===== config.mk =====
export PLATFORM = sky130hd
export DESIGN_NAME = ram_helper_arbiter_flat
export DESIGN_NICKNAME = d
export VERILOG_FILES = /design/src/rtl/ram_helper_arbiter_if.sv /design/src/rtl/ram_helper_arbiter.sv /design/src/flat_wrapper.sv
export SDC_FILE = /design/constraint.sdc
export NUM_CORES = 1
export LEC_CHECK = 0
export CORE_AREA = 2 2 451 453
export DETAILED_ROUTE_END_ITERATION = 8
export DIE_AREA = 0 0 453 455
export GPL_TIMING_DRIVEN = 0
export PLACE_DENSITY_LB_ADDON = 0.25
export SYNTH_ARGS = -nofsm -noshare
export SYNTH_HDL_FRONTEND = slang
export SYNTH_SLANG_ARGS = --single-unit

===== constraint.sdc =====
create_clock -name clk -period 2.1 [get_ports clk]
set_input_delay 0.21 -clock clk [delete_from_list [all_inputs] [get_ports clk]]
set_output_delay 0.21 -clock clk [all_outputs]
set_load 0.005 [all_outputs]

===== src/rtl/ram_helper_arbiter_if.sv =====
// Requester-side bus of ram_helper_arbiter: per-port request handshake plus
// the shared one-cycle-latency response. Per-port 64-bit fields are packed
// with port i in bits [64i+63:64i].
interface ram_helper_arbiter_if #(
  parameter int unsigned NREQ = 4
);
  logic [NREQ-1:0]      req_valid;
  logic [NREQ-1:0]      req_ready;
  logic [NREQ-1:0]      req_wen;
  logic [NREQ*64-1:0]   req_idx;
  logic [NREQ*64-1:0]   req_wdata;
  logic [NREQ*64-1:0]   req_wmask;
  logic [NREQ-1:0]      resp_valid;
  logic [63:0]          resp_rdata;

  modport master (
    output req_valid, req_wen, req_idx, req_wdata, req_wmask,
    input  req_ready, resp_valid, resp_rdata
  );

  modport slave (
    input  req_valid, req_wen, req_idx, req_wdata, req_wmask,
    output req_ready, resp_valid, resp_rdata
  );
endinterface


===== src/rtl/ram_helper_arbiter.sv =====
// Round-robin arbiter sharing a single RAMHelper port among NREQ requesters.
// At most one read or one write is issued per cycle; every handshake gets a
// resp_valid pulse exactly one cycle later (read data or write ack).
// Optional feature macro RAM_ARB_PERF_EN adds per-port grant counters
// (perf_grant_cnt, PERF_CNT_W bits each) and prints their totals at end of sim.
module ram_helper_arbiter #(
  parameter int unsigned NREQ = 4
`ifdef RAM_ARB_PERF_EN
  ,
  parameter int unsigned PERF_CNT_W = 32
`endif
) (
  input  logic                   clk,
  input  logic                   rst_n,
  ram_helper_arbiter_if.slave    req_bus,
  output logic [63:0]            ram_rIdx,
  input  logic [63:0]            ram_rdata,
  output logic [63:0]            ram_wIdx,
  output logic [63:0]            ram_wdata,
  output logic [63:0]            ram_wmask,
  output logic                   ram_wen
`ifdef RAM_ARB_PERF_EN
  ,
  output logic [NREQ*PERF_CNT_W-1:0] perf_grant_cnt
`endif
);

  localparam int unsigned PTR_W = $clog2(NREQ);

  logic [PTR_W-1:0] rr_ptr_q, rr_ptr_d;
  logic [NREQ-1:0]  resp_vld_q, resp_vld_d;
  logic             resp_wr_q, resp_wr_d;

  logic             gnt_vld;
  logic [PTR_W-1:0] gnt_idx;
  logic [NREQ-1:0]  grant;

  // Pick the first valid requester starting at rr_ptr; nothing is granted in reset.
  always_comb begin
    gnt_vld = 1'b0;
    gnt_idx = '0;
    if (rst_n) begin
      for (int unsigned k = 0; k < NREQ; k++) begin
        if (!gnt_vld && req_bus.req_valid[(32'(rr_ptr_q) + k) % NREQ]) begin
          gnt_vld = 1'b1;
          gnt_idx = PTR_W'((32'(rr_ptr_q) + k) % NREQ);
        end
      end
    end
    grant = '0;
    for (int unsigned i = 0; i < NREQ; i++) begin
      grant[i] = gnt_vld && (32'(gnt_idx) == i);
    end
  end

  assign req_bus.req_ready = grant;

  // Steer the granted request onto exactly one of the RAM read or write ports.
  always_comb begin
    ram_rIdx  = '0;
    ram_wIdx  = '0;
    ram_wdata = '0;
    ram_wmask = '0;
    ram_wen   = 1'b0;
    if (gnt_vld) begin
      if (req_bus.req_wen[gnt_idx]) begin
        ram_wen   = 1'b1;
        ram_wIdx  = req_bus.req_idx[64*32'(gnt_idx) +: 64];
        ram_wdata = req_bus.req_wdata[64*32'(gnt_idx) +: 64];
        ram_wmask = req_bus.req_wmask[64*32'(gnt_idx) +: 64];
      end else begin
        ram_rIdx  = req_bus.req_idx[64*32'(gnt_idx) +: 64];
      end
    end
  end

  // Next pointer and response pipeline stage.
  always_comb begin
    rr_ptr_d   = rr_ptr_q;
    resp_vld_d = grant;
    resp_wr_d  = gnt_vld && req_bus.req_wen[gnt_idx];
    if (gnt_vld) begin
      rr_ptr_d = (32'(gnt_idx) == NREQ - 1) ? '0 : gnt_idx + 1'b1;
    end
  end

  // State registers with synchronous active-low reset.
  always_ff @(posedge clk) begin
    if (!rst_n) begin
      rr_ptr_q   <= '0;
      resp_vld_q <= '0;
      resp_wr_q  <= 1'b0;
    end else begin
      rr_ptr_q   <= rr_ptr_d;
      resp_vld_q <= resp_vld_d;
      resp_wr_q  <= resp_wr_d;
    end
  end

  // Masking with rst_n drops a response whose handshake preceded a reset.
  assign req_bus.resp_valid = resp_vld_q & {NREQ{rst_n}};
  assign req_bus.resp_rdata = resp_wr_q ? '0 : ram_rdata;

`ifdef RAM_ARB_PERF_EN
  logic [PERF_CNT_W-1:0] cnt_q [NREQ];
  logic [PERF_CNT_W-1:0] cnt_d [NREQ];

  // Per-port handshake counters, wrapping naturally at 2^PERF_CNT_W.
  always_comb begin
    perf_grant_cnt = '0;
    for (int unsigned i = 0; i < NREQ; i++) begin
      cnt_d[i] = cnt_q[i] + PERF_CNT_W'(grant[i]);
      perf_grant_cnt[i*PERF_CNT_W +: PERF_CNT_W] = cnt_q[i];
    end
  end

  // Counter registers.
  always_ff @(posedge clk) begin
    for (int unsigned i = 0; i < NREQ; i++) begin
      if (!rst_n) cnt_q[i] <= '0;
      else        cnt_q[i] <= cnt_d[i];
    end
  end

  final begin
    for (int unsigned i = 0; i < NREQ; i++) begin
      $display("ram_helper_arbiter: port %0d grants=%0d", i, cnt_q[i]);
    end
  end
`endif

endmodule


===== src/flat_wrapper.sv =====
// flat-port wrapper written by rule: the top's interface ports become plain ports
module ram_helper_arbiter_flat 
#(
  parameter int unsigned NREQ = 4

)
  (clk, rst_n, ram_rIdx, ram_rdata, ram_wIdx, ram_wdata, ram_wmask, ram_wen, req_bus_req_valid, req_bus_req_wen, req_bus_req_idx, req_bus_req_wdata, req_bus_req_wmask, req_bus_req_ready, req_bus_resp_valid, req_bus_resp_rdata);
  ram_helper_arbiter_if #(.NREQ(NREQ)) req_bus_i ();
  input  logic clk;
  input  logic rst_n;
  output logic [63:0] ram_rIdx;
  input  logic [63:0] ram_rdata;
  output logic [63:0] ram_wIdx;
  output logic [63:0] ram_wdata;
  output logic [63:0] ram_wmask;
  output logic ram_wen;
  input wire logic [$bits(req_bus_i.req_valid)-1:0] req_bus_req_valid;
  input wire logic [$bits(req_bus_i.req_wen)-1:0] req_bus_req_wen;
  input wire logic [$bits(req_bus_i.req_idx)-1:0] req_bus_req_idx;
  input wire logic [$bits(req_bus_i.req_wdata)-1:0] req_bus_req_wdata;
  input wire logic [$bits(req_bus_i.req_wmask)-1:0] req_bus_req_wmask;
  output wire logic [$bits(req_bus_i.req_ready)-1:0] req_bus_req_ready;
  output wire logic [$bits(req_bus_i.resp_valid)-1:0] req_bus_resp_valid;
  output wire logic [$bits(req_bus_i.resp_rdata)-1:0] req_bus_resp_rdata;
  assign req_bus_i.req_valid = req_bus_req_valid;
  assign req_bus_i.req_wen = req_bus_req_wen;
  assign req_bus_i.req_idx = req_bus_req_idx;
  assign req_bus_i.req_wdata = req_bus_req_wdata;
  assign req_bus_i.req_wmask = req_bus_req_wmask;
  assign req_bus_req_ready = req_bus_i.req_ready;
  assign req_bus_resp_valid = req_bus_i.resp_valid;
  assign req_bus_resp_rdata = req_bus_i.resp_rdata;
  ram_helper_arbiter #(.NREQ(NREQ)) u_core (.clk(clk), .rst_n(rst_n), .req_bus(req_bus_i), .ram_rIdx(ram_rIdx), .ram_rdata(ram_rdata), .ram_wIdx(ram_wIdx), .ram_wdata(ram_wdata), .ram_wmask(ram_wmask), .ram_wen(ram_wen));
endmodule

==> results by group, run 1 <==
STA
  – Hold Fails Final Rpt: 0
  – Slew headroom: 54.6%
  – Final Setup Violations: 270
  – Final worst path period share: 149%
  – Worst Slack Setup Final: -1.04 ns
  – Highest clock rate: between 300 and 400 MHz
  – Unrepaired setup endpoints after global routing: yes
  – Hold_ws: 0.600 ns
  – Final Max Slew Viols: 0
  – Worst Max-Slew Pin Slew: 0.679 ns
  – Worst clock skew: 0.000833 ns
  – Final Critical Period: 3.14 ns

Setup path
  – Crit Path Category: register to output pin
  – Crit. End Element: output pin
  – Crit path launch: u_core.rr_ptr_q[0]
  – Slowest CP cell: dfxtp_4
  – CP Cell Sequence: o21bai_1 -> a21bo_2 -> nor3_4 -> buf_6 -> inv_6 -> o211ai_4 -> nand3_4 -> buf_12 -> clkbuf_16 -> clkbuf_16 -> a41oi_4 -> buf_6
  – Worst r2r src: u_core.rr_ptr_q[0]
  – Reg-to-reg setup timing slack: -0.37 ns
  – Critical Path RT: between 1.5 and 2 ns
  – Crit path DAT: 2.93 ns
  – Crit-path max FO: 8
  – Slowest cell delay on critical path: 0.37 ns
  – CP startpoint kind: register

Placement
  – Dpl hpwl: 140000 microns
  – Number of port buffers: ~1200
  – Placed Area: about 23000 sq um
  – GP Congestion: 0.982
  – Dpl ws: -4.20 ns

Yosys
  – Syn_area_per_cell: 6.74 sq um
  – Cells after synthesis: roughly 1100
  – Post-synth EDFFs: 0
  – Asr flop ratio synth: 0%
  – Synth Flop Type: dfxtp_1
  – Share of the yosys chip area belonging to registers: 1.85%
  – Synthesized net count: 1971
  – Ys Warns: 0
  – Flops & latches, synth: 7
  – Synthesized cell area: 7590 sq um
  – Cell variety after synth: 35

Detailed routing
  – Initial DRC Count: around 1300
  – Total number of vias: 16600
  – Pre-antenna DRT Iters: 5
  – Vias per std cell: 3.22
  – Final Routed Wirelength: 165000 microns
  – WL/cell: ~32 microns
  – DRC Markers: 0
  – Antenna-violating nets left: 0

Die
  – Total die area: 206000 sq um
  – I/O pin count: 1171
  – Core ar.: 201000 sq um
  – Die W: 453 microns
  – Chip height: 455 microns
  – # rows: 165
  – Initial Utilization: 3.77%

Global route
  – Number of global-route vias before repair: 16200
  – First-pass GRT wire length: 193000 microns
  – Global route total overflow: 0
  – Largest net degree at the start of global routing: 12
  – Total GRT Usage: 14.5%
  – Antenna violations before repair: 69

CTS
  – Clk_lat worst skew: between 0.2 and 0.25 ns
  – Post-CTS Hold Buffers: 0
  – Reg clk slew, reported paths: 0.04 ns
  – Clock sinks: 7
  – Root buffer cell: clkbuf_16
  – # H-tree levels: 1
  – CTS tree: built
  – TritonCTS Buffers: 3
  – Clock buffer depth: 2

Finish
  – FILL cells: 23000
  – Final Net Count: 3314
  – Layout Cell Area excl Fill: 28600 sq um
  – Layout area overhead: 277%
  – Most frequent cells in the layout: clkdlybuf4s50_1 (870), nand3_1 (434), buf_6 (155), nor2b_1 (100), clkbuf_2 (94)
  – Layout cells sized above 1: 36.9%
  – Commonest non-fill, non-tap cell in the layout: clkdlybuf4s50_1

Power
  – Final Power: 10200 uW
  – Pwr Density: 358 nW/um^2
  – Worst VDD drop: 0.184 mV
  – Leak: slightly above 0.01 uW

Min path
  – Hold Path Class: register to register
  – Worst Hold Launch: u_core.rr_ptr_q[1]

Outcome
  – Outcome: finished, violations left
  – Failing checks: setup timing

Job
  – Max Cap Violations: 0
critical path: cells and delay by family (launching register included):
family	cells	cell delay, ns
AO/OA/AOI/OAI	4	1.04
buffers and inverters	6	0.95
flip-flops	1	0.37
AND/OR/NAND/NOR	2	0.28
state kept, by name (all words and copies together), names as in the netlist:
name and flops:
u_core.resp_wr_q 1, u_core.rr_ptr_q 2, u_core.resp_vld_q 4
per-stage QoR:
step	std cells	TNS (ns)	util (%)
after floorplan	1125	-0.254	-
after global placement	4967	-900.75	11.3
after detailed placement	4968	-843.96	11.3
after CTS	5011	-299.52	12.9
after global routing	5149	-238.69	14.2
final	5166	-213.74	14.2
where the power goes:
group          switching [uW]  leakage (uW)  internal, uW
Clock                    81.7     0.0000383           254
Combinational            4880        0.0100          4840
Sequential               26.7     0.0000595           148
Total                    4990        0.0101          5240
Yosys cell counts, types with 3 or more instances:
master | n | share of area (%)
buf_2 | 59 | 3.9
buf_1 | 16 | 0.79
buf_4 | 5 | 0.49
dfxtp_1 | 7 | 1.8
and3_1 | 8 | 0.66
ha_1 | 4 | 0.66
inv_1 | 6 | 0.30
nor2b_1 | 129 | 11
a21oi_1 | 3 | 0.20
clkbuf_1 | 81 | 4.0
nand2b_1 | 5 | 0.41
mux4_2 | 64 | 19
nand3_1 | 513 | 34
a41oi_1 | 128 | 15
nor2_1 | 4 | 0.20
and2_1 | 69 | 5.7
worst paths after layout:
kind                              to  cells past startpoint
setup / recovery       ram_wdata[49]                     12
hold / removal    u_core.rr_ptr_q[1]                      2
setup reg to reg  u_core.rr_ptr_q[1]                     12
hold reg to reg   u_core.rr_ptr_q[1]                      2
timing repair:
action | CTS | global route
buffers inserted | 34 | 125
endpoints found under the setup margin | 331 | 331
gates cloned | 6 | 17
resized for setup | 1112 | 897
pin swaps | 46 | 61
cells by family (layout without fill, tap and decap cells):
group	count (synthesis)	count (layout)	share of synthesized area [%]
buffers and inverters	171	1513	9.88
multiplexers	65	65	19.1
AO/OA/AOI/OAI	143	143	16.3
AND/OR/NAND/NOR	735	735	52.2
adder cells (fa/ha/maj)	4	4	0.660
other	0	27	0
flip-flops	7	7	1.85
area by class of cell:
cell class / instances / area (sq um) / area share (%)
Antenna cell: 27 / 67.6 / 0.236
Buffer: 154 / 1910 / 6.67
Clock buffer: 4 / 78.8 / 0.276
Inverter: 8 / 47.5 / 0.166
Multi-Input combinational cell: 947 / 9360 / 32.7
Sequential cell: 7 / 151 / 0.530
Tap cell: 2672 / 3340 / 11.7
Timing Repair Buffer: 1347 / 13600 / 47.7
routing by layer:
layer	GRT usage (%)	wire length (microns)	part of all wire, %	vias to the layer above
li1	-	-	-	7101
met1	18.2	67800	41	8372
met2	24.6	78300	48	973
met3	4.38	14600	8.8	158
met4	2.46	3930	2.4	30
met5	0	177	0.11	-
(Power assumes the default switching activity.)
==> run 2, diff against run 1 <==
--- a/config.mk
+++ b/config.mk
@@ -9,7 +9,7 @@
 export DETAILED_ROUTE_END_ITERATION = 8
 export DIE_AREA = 0 0 453 455
 export GPL_TIMING_DRIVEN = 0
-export PLACE_DENSITY_LB_ADDON = 0.25
+export PLACE_DENSITY_LB_ADDON = 0.12
 export SYNTH_ARGS = -nofsm -noshare
 export SYNTH_HDL_FRONTEND = slang
 export SYNTH_SLANG_ARGS = --single-unit
==> run 2 against run 1 <==
- the run still ends with setup timing left
- non-clock buffer count grew 9
- critical path depth shrank 3
- count of clock-buffer cells in the layout is the same
- clock skew grew 0.0010 ns
- global-route usage grew 0.46 points
==> results by group, run 2 (synthesized netlist as in run 1, its figures left out) <==
Finish
  – Final Non-Filler Cells: 5167 (was 5166)
  – Layout area overhead: 279% (was 277%)
  – Largest registers: u_core.resp_vld_q x4, u_core.rr_ptr_q x2, u_core.resp_wr_q x1 (unchanged)
  – Commonest non-fill, non-tap cell in the layout: clkdlybuf4s50_1 (unchanged)
  – Most frequent cells in the layout: clkdlybuf4s50_1 (920), nand3_1 (398), buf_2 (119), buf_6 (104), nor2b_1 (97) (was clkdlybuf4s50_1 (870), nand3_1 (434), buf_6 (155), nor2b_1 (100), clkbuf_2 (94))
  – Largest register FFs: 4 (unchanged)
  – Final Net Count: 3323 (was 3314)
  – FILL cells: 23000 (about the same)
  – Layout cells sized above 1: 37.6% (was 36.9%)
  – Final core utilization: 14.3% (was 14.2%)
  – Register bank with the most flops: u_core.resp_vld_q (unchanged)

Global route
  – Number of global-route vias before repair: 16800 (was 16200)
  – Global route total overflow: 0 (unchanged)
  – Largest net degree at the start of global routing: 12 (unchanged)
  – Total GRT Usage: 15.0% (was 14.5%)
  – Antenna violations before repair: 81 (was 69)
  – First-pass GRT wire length: 200000 microns (was 193000 microns)

STA
  – Worst Slack Setup Final: -1.01 ns (was -1.04 ns)
  – Final Critical Period: 3.11 ns (was 3.14 ns)
  – Hold_ws: 0.579 ns (was 0.600 ns)
  – Final Max Slew Viols: 0 (unchanged)
  – Final worst path period share: 148% (was 149%)
  – Final Setup Violations: 266 (was 270)
  – Highest clock rate: 322 MHz (was 319 MHz)
  – Unrepaired setup endpoints after global routing: yes (unchanged)
  – Worst Max-Slew Pin Slew: 0.506 ns (was 0.679 ns)
  – Slew headroom: 66.2% (was 54.6%)
  – Hold Fails Final Rpt: 0 (unchanged)
  – Worst clock skew: 0.00183 ns (was 0.000833 ns)

Die
  – # rows: 165 (unchanged)
  – Die W: 453 microns (unchanged)
  – Initial Utilization: 3.77% (unchanged)
  – Total die area: 206000 sq um (unchanged)
  – Core ar.: 201000 sq um (unchanged)
  – I/O pin count: 1171 (unchanged)
  – Chip height: 455 microns (unchanged)

Detailed routing
  – Pre-antenna DRT Iters: 4 (was 5)
  – Initial DRC Count: 773 (was 1261)
  – WL/cell: 32.6 microns (was 31.9 microns)
  – Vias per std cell: 3.18 (was 3.22)
  – Antenna-violating nets left: 0 (unchanged)
  – DRC Markers: 0 (unchanged)
  – Total number of vias: 16400 (was 16600)
  – Final Routed Wirelength: 169000 microns (was 165000 microns)

Placement
  – Cells after DPL: 4968 (unchanged)
  – Number of port buffers: 1170 (unchanged)
  – Dpl ws: -3.62 ns (was -4.20 ns)
  – GP Congestion: 0.887 (was 0.982)
  – Dpl hpwl: 143000 microns (was 140000 microns)

CTS
  – CTS tree: built (unchanged)
  – Clk_lat worst skew: 0.23 ns (about the same)
  – Root buffer cell: clkbuf_16 (unchanged)
  – Clock sinks: 7 (unchanged)
  – TritonCTS Buffers: 3 (unchanged)
  – Clock buffer depth: 2 (unchanged)
  – # H-tree levels: 1 (unchanged)
  – Reg clk slew, reported paths: 0.04 ns (about the same)

Setup path
  – Crit path DAT: 2.90 ns (was 2.93 ns)
  – Critical Path RT: 1.89 ns (about the same)
  – Crit-path max FO: 10 (was 8)
  – Reg-to-reg setup timing slack: -0.33 ns (was -0.37 ns)
  – Crit Path Category: register to output pin (unchanged)
  – CP startpoint kind: register (unchanged)
  – Crit. End Element: output pin (unchanged)

Power
  – Seq pwr share: 1.7% (about the same)
  – Internal power: 5300 uW (was 5240 uW)
  – Switching Share: 47.1% (was 48.8%)
  – Part of the power in combinational logic: 95.0% (about the same)
  – Pwr Density: 349 nW/um^2 (was 358 nW/um^2)
  – Net Sw Power: 4720 uW (was 4990 uW)
  – Worst VDD drop: 0.325 mV (was 0.184 mV)
  – Clock share of power: 3.3% (about the same)
  – Final Power: 10000 uW (was 10200 uW)
  – Leak: 0.00990 uW (was 0.0101 uW)

Outcome
  – Failing checks: setup timing (unchanged)
  – Outcome: finished, violations left (unchanged)

Min path
  – Hold Path Class: primary input to register (was register to register)

Job
  – Max Cap Violations: 0 (unchanged)
## run 2: per-layer routing
layer	share of wire, %	GRT usage [%]	wire, microns
met5	0.21	0	346
met4	1.8	1.54	3110
met3	7.4	4.38	12400
met2	51	27.5	86500
met1	39	17.6	66200
## run 2: critical path: stages (launching register included)
cell	delay (ns)
dfxtp_4	0.36
o21bai_1	0.15
a21bo_2	0.24
o31ai_2	0.41
o211ai_4	0.16
a21boi_4	0.26
buf_12	0.17
clkbuf_8	0.17
and2_4	0.19
clkdlybuf4s50_1	0.54
## run 2: worst paths after layout
check | end | from | cells past startpoint
worst max-delay path | ram_rIdx[42] | u_core.rr_ptr_q[0] | 9
worst min-delay path | u_core.rr_ptr_q[0] | req_bus_req_valid[1] | 4
worst max register to register | u_core.rr_ptr_q[1] | u_core.rr_ptr_q[0] | 12
worst min register to register | u_core.rr_ptr_q[0] | u_core.rr_ptr_q[0] | 2
## run 2: layout make-up
| cell class | count | area, sq um | area share (%) |
|---|---|---|---|
| Multi-Input combinational cell | 947 | 9340 | 32.5 |
| Buffer | 150 | 1960 | 6.81 |
| Antenna cell | 19 | 47.5 | 0.165 |
| Inverter | 8 | 63.8 | 0.222 |
| Clock buffer | 4 | 78.8 | 0.274 |
| Sequential cell | 7 | 146 | 0.509 |
| Tap cell | 2672 | 3340 | 11.6 |
| Timing Repair Buffer | 1360 | 13800 | 47.9 |
## run 2: timing repair
item	4_1_cts	5_1_grt
setup endpoints to repair	333	334
pin swaps	24	87
gates cloned	13	20
gates resized for setup	1081	836
hold buffers	0	0
buffers inserted	35	128
## run 2: power by group through the flow
stage               Combinational, uW  Sequential, uW  Clock [uW]
floorplan                        2150             155           0
global placement                 7250             159           0
detailed placement               7200             159           0
CTS                              8380             157         341
global route                    10000             172         350
finish                           9520             171         333
## run 2: through the flow
stage | TNS (ns) | instance area [sq um]
3_3_place_gp | -776.82 | 22700
5_1_grt | -237.89 | 28700
4_1_cts | -268.48 | 25600
6_report | -206.54 | 28700
2_1_floorplan | -0.254 | 7670
3_5_place_dp | -731.90 | 22800
==> run 3, diff against run 2 <==
--- a/config.mk
+++ b/config.mk
@@ -5,9 +5,9 @@
 export SDC_FILE = /design/constraint.sdc
 export NUM_CORES = 1
 export LEC_CHECK = 0
-export CORE_AREA = 2 2 451 453
+export CORE_AREA = 2 2 461 463
 export DETAILED_ROUTE_END_ITERATION = 8
-export DIE_AREA = 0 0 453 455
+export DIE_AREA = 0 0 463 465
 export GPL_TIMING_DRIVEN = 0
 export PLACE_DENSITY_LB_ADDON = 0.12
 export SYNTH_ARGS = -nofsm -noshare
==> constraint.sdc (replaced) <==
create_clock -name clk -period 3.2 [get_ports clk]
set_input_delay 0.64 -clock clk [delete_from_list [all_inputs] [get_ports clk]]
set_output_delay 0.64 -clock clk [all_outputs]
set_load 0.005 [all_outputs]
==> run 3 against run 2 <==
- first-iteration DRC count up 14%
- the run still ends with setup timing left
- worst setup slack improved by 0.51 ns
- count of clock-buffer cells in the layout did not move
- register-to-register slack improved by 1.1 ns
- final cell count up 3.8%
- clock skew hardly changed
- non-clock buffer count grew 46
- sequential cell count unchanged
==> results by group, run 3 (synthesized netlist as in run 1, its figures left out) <==
Power
  – Pwr Density: 222 nW/um^2 (was 349 nW/um^2)
  – Leak: 0.0103 uW (was 0.00990 uW)
  – Worst VDD drop: 0.151 mV (was 0.325 mV)

Setup path
  – Top delay family on crit path: buffers and inverters (was compound AO/OA/AOI/OAI gates)
  – Bufs and invs on worst path: 7 (was 3)
  – CP Cell Sequence: buf_12 -> buf_6 -> nand2b_4 -> a21oi_4 -> nor3_4 -> buf_6 -> buf_6 -> buf_12 -> buf_12 -> mux4_2 -> and2_1 -> clkdlybuf4s50_1 (was o21bai_1 -> a21bo_2 -> o31ai_2 -> o211ai_4 -> a21boi_4 -> buf_12 -> clkbuf_8 -> and2_4 -> clkdlybuf4s50_1)
  – Slowest cell delay on critical path: 0.58 ns (was 0.54 ns)
  – Crit. End Element: output pin (unchanged)
  – CP startpoint kind: primary input (was register)
  – Crit path DAT: 3.06 ns (was 2.90 ns)
  – Crit Path Category: primary input to output pin (was register to output pin)
  – Crit-path max FO: 10 (unchanged)
  – Slowest CP cell: mux4_2 (was clkdlybuf4s50_1)
  – Worst r2r path cells: 11 (was 12)
  – Stages on worst setup path: 12 (was 9)
  – Critical Path RT: 2.56 ns (was 1.89 ns)

Die
  – Total die area: 215000 sq um (was 206000 sq um)
  – Die W: 463 microns (was 453 microns)
  – Initial Utilization: 3.60% (was 3.77%)
  – # rows: 169 (was 165)
  – I/O pin count: 1171 (unchanged)
  – Chip height: 465 microns (was 455 microns)
  – Core ar.: 211000 sq um (was 201000 sq um)

Detailed routing
  – Vias per std cell: 3.09 (was 3.18)
  – Antenna-violating nets left: 0 (unchanged)
  – Initial DRC Count: 880 (was 773)
  – Total number of vias: 16600 (was 16400)
  – DRC Markers: 0 (unchanged)
  – Pre-antenna DRT Iters: 5 (was 4)
  – Final Routed Wirelength: 169000 microns (about the same)
  – WL/cell: 31.4 microns (was 32.6 microns)

STA
  – Slew headroom: 64.2% (was 66.2%)
  – Worst Max-Slew Pin Slew: 0.537 ns (was 0.506 ns)
  – Final Max Slew Viols: 0 (unchanged)
  – Highest clock rate: around 270 MHz
  – Worst Slack Setup Final: -0.501 ns (was -1.01 ns)
  – Final Setup Violations: 260 (was 266)
  – Final worst path period share: 116%
  – Hold Fails Final Rpt: 0 (unchanged)
  – Worst clock skew: 0.00210 ns (was 0.00183 ns)
  – Unrepaired setup endpoints after global routing: yes (unchanged)
  – Hold_ws: 0.596 ns (was 0.579 ns)
  – Setup_tns: -64.69 ns (was -206.54 ns)
  – Final Critical Period: 3.70 ns

Placement
  – Number of port buffers: 1170 (unchanged)
  – Placed Area: 22900 sq um (was 22800 sq um)
  – Dpl hpwl: 146000 microns (was 143000 microns)
  – Dpl ws: -3.62 ns (about the same)
  – GP Congestion: 0.858 (was 0.887)

Finish
  – Final Net Count: 3369 (was 3323)
  – Layout Cell Area excl Fill: 29100 sq um (was 28700 sq um)
  – Register bank with the most flops: u_core.resp_vld_q (unchanged)
  – Layout area overhead: 283% (was 279%)
  – Largest registers: u_core.resp_vld_q x4, u_core.rr_ptr_q x2, u_core.resp_wr_q x1 (unchanged)
  – Final core utilization: 13.8% (was 14.3%)
  – Largest register FFs: 4 (unchanged)
  – Commonest non-fill, non-tap cell in the layout: clkdlybuf4s50_1 (unchanged)
  – Most frequent cells in the layout: clkdlybuf4s50_1 (917), nand3_1 (431), buf_4 (134), buf_6 (125), nor2b_1 (102) (was clkdlybuf4s50_1 (920), nand3_1 (398), buf_2 (119), buf_6 (104), nor2b_1 (97))
  – Layout cells sized above 1: 37.1% (was 37.6%)

Global route
  – Antenna violations before repair: 116 (was 81)
  – Largest net degree at the start of global routing: 12 (unchanged)
  – Total GRT Usage: 14.4% (was 15.0%)
  – Number of global-route vias before repair: 16700 (was 16800)
  – Global route total overflow: 0 (unchanged)
  – First-pass GRT wire length: 202000 microns (was 200000 microns)

CTS
  – Clk_lat worst skew: 0.23 ns (about the same)
  – # H-tree levels: 1 (unchanged)
  – Post-CTS Hold Buffers: 0 (unchanged)
  – TritonCTS Buffers: 3 (unchanged)
  – Clock sinks: 7 (unchanged)
  – Root buffer cell: clkbuf_16 (unchanged)
  – Clock buffer depth: 2 (unchanged)
  – Reg clk slew, reported paths: 0.04 ns (about the same)
  – CTS tree: built (unchanged)

Outcome
  – Failing checks: setup timing (unchanged)
  – Outcome: finished, violations left (unchanged)

Min path
  – Hold depth: 2 (was 4)
  – Hold Path Class: register to register (was primary input to register)

Job
  – Max Cap Violations: 0 (unchanged)
## run 3: cell types whose count changed in the layout (fill, tap and decap cells not counted), sizes merged
cell / change
buf: +49
clkbuf: -9
clkdlybuf4s15: -2
clkdlybuf4s50: -3
clkinv: -1
diode: +2
dlygate4sd2: -6
dlymetal6s2s: +17
inv: +1
## run 3: path summary, 6_finish.rpt
kind,startpoint,to,slack (ns)
setup / recovery,req_bus_req_valid[0],ram_rIdx[51],-0.50
hold / removal,u_core.rr_ptr_q[1],u_core.rr_ptr_q[1],0.60
setup reg to reg,u_core.rr_ptr_q[0],u_core.rr_ptr_q[1],0.72
hold reg to reg,u_core.rr_ptr_q[1],u_core.rr_ptr_q[1],0.60
## run 3: area by class of cell
type	count	area [sq um]
Antenna cell	21	52.6
Buffer	158	2200
Clock buffer	4	78.8
Fill cell	24300	182000
Inverter	8	58.8
Multi-Input combinational cell	947	8990
Sequential cell	7	143
Tap cell	2821	3530
Timing Repair Buffer	1398	14000
## run 3: where the power goes
group	leakage [uW]	total (uW)	switching (uW)	internal, uW
logic	0.0102	6150	2880	3270
clock network	0.0000383	215	48.8	166
registers	0.0000583	105	9.03	96.4
total	0.0103	6470	2940	3530
## run 3: layer usage
layer  GRT usage (%)  wire length [microns]  up-vias
met2            24.8                  80500      971
met4            1.06                   1940       82
met3            5.38                  16100      187
li1                -                      -     7211
met5               0                    557        -
met1            17.5                  69600     8141
## run 3: through the flow
step / instances / total power [uW]
CTS: 5150 / 5500
global placement: 5116 / 4760
global route: 5346 / 6830
floorplan: 1125 / 1480
detailed placement: 5118 / 4750
finish: 5364 / 6470
## run 3: worst min-delay path, delay by kind of cell (launching register included)
family / cells / cell delay (ns)
flip-flops: 1 / 0.36
AND/OR/NAND/NOR: 1 / 0.06
multiplexers: 1 / 0.14
## run 3: repair_timing
action	CTS	global route
gates cloned	3	16
gates resized for setup	676	1205
buffers inserted	25	184
setup endpoints to repair	267	261
pin swaps	22	73
==> edit, RTL diff (config.mk and constraints of run 3) <==
`NREQ` is set to 4 in 3 places; all go to 2.
--- a/src/rtl/ram_helper_arbiter_if.sv
+++ b/src/rtl/ram_helper_arbiter_if.sv
@@ -3,5 +3,5 @@
 // with port i in bits [64i+63:64i].
 interface ram_helper_arbiter_if #(
-  parameter int unsigned NREQ = 4
+  parameter int unsigned NREQ = 2
 );
   logic [NREQ-1:0]      req_valid;
--- a/src/rtl/ram_helper_arbiter.sv
+++ b/src/rtl/ram_helper_arbiter.sv
@@ -5,5 +5,5 @@
 // (perf_grant_cnt, PERF_CNT_W bits each) and prints their totals at end of sim.
 module ram_helper_arbiter #(
-  parameter int unsigned NREQ = 4
+  parameter int unsigned NREQ = 2
 `ifdef RAM_ARB_PERF_EN
   ,
--- a/src/flat_wrapper.sv
+++ b/src/flat_wrapper.sv
@@ -2,5 +2,5 @@
 module ram_helper_arbiter_flat 
 #(
-  parameter int unsigned NREQ = 4
+  parameter int unsigned NREQ = 2
 
 )
Interface: changed (7 resized); port bits go from 1171 to 779. The function was not compared with the original's and may differ.
==> edit against run 3 <==
  * Combinational power decreased by 66%
  * Sequential cell count fell by 3
  * Wire length down 50%
  * Cell area decreased by 40%
  * Area after synthesis is 43% lower
  * Global-route usage down 6.9 points
  * Worst setup slack improved by 0.57 ns
  * Power shrank 63%
  * Critical path type unchanged
  * Critical endpoint is now ram_wIdx[10]
==> edit: results <==
status:
  status: "complete, no violations"
placed_design:
  gp_congestion: 0.773
  io_buffers: 778
global_route:
  grtUsageMet2_pct: 15.1
  grt_use_total_pct: 7.47
  gr-usage-met3_pct: 1.91
  use_met1_pct: 7.56
  grt_pass1_wl_um: 108000
sta:
  fin_skew_ns: 0.00386
  holdWs_ns: 0.520
finish:
  reg.largest.list: "u_core.resp_vld_q x2, u_core.resp_wr_q x1, u_core.rr_ptr_q x1"
  nNetsFinal: 2125
  fillers: 24900
  buffers_excl_clock: 937
  multiInputGateArea_mm2: 0.00411
  nNonClkInverters: 2
  buf_share_pct: 55.0
route:
  first_iter_violations: 348
  firstDrtPassIters: 4
  dr_wl_met2_um: 48000
  via_count: 9968
  wl_met1_um: 30200
critical_path:
  crit_arrival_ns: 2.49
  cpPeakStageDelay_ns: 0.53
  crit_end: "ram_wIdx[10]"
  r2r_setup_slack_ns: 1.60
  critPathLaunch: "req_bus_req_wen[0]"
clock_network:
  cts_num_sinks: 4
hold_path:
  min_from: "u_core.rr_ptr_q$_SDFFE_PN0P_"
logic_synthesis:
  synth_cell_type_count: 17
  synthTopCellsByCount: "a21oi_1, o21ai_0, nand3_1"
  avgSynthCellArea_um2: 5.10
power_and_ir_drop:
  p_leak_uw: 0.00635
edit: how the worst min path moves through the flow:
stage | to | cells after the start
after floorplan | u_core.rr_ptr_q$_SDFFE_PN0P_ | 1
after global placement | u_core.rr_ptr_q$_SDFFE_PN0P_ | 1
after detailed placement | u_core.rr_ptr_q$_SDFFE_PN0P_ | 1
after CTS | u_core.rr_ptr_q$_SDFFE_PN0P_ | 1
after global routing | u_core.rr_ptr_q$_SDFFE_PN0P_ | 1
final | u_core.rr_ptr_q$_SDFFE_PN0P_ | 1
edit: where the power goes:
part	internal, uW	total [uW]	switching (uW)
logic	1140	2110	971
registers	53.6	56.6	3.01
clock network	160	194	34.6
edit: cell families after synthesis:
group	Yosys count	synth area share (%)
AO/OA/AOI/OAI	453	52.9
buffers and inverters	122	11.9
flip-flops	4	1.85
AND/OR/NAND/NOR	270	33.3
edit: timing repair:
item	CTS	global route
gates cloned	7	0
pin swaps	24	5
buffers inserted	28	3
setup endpoints to repair	261	77
gates resized for setup	617	88
hold buffers	0	0
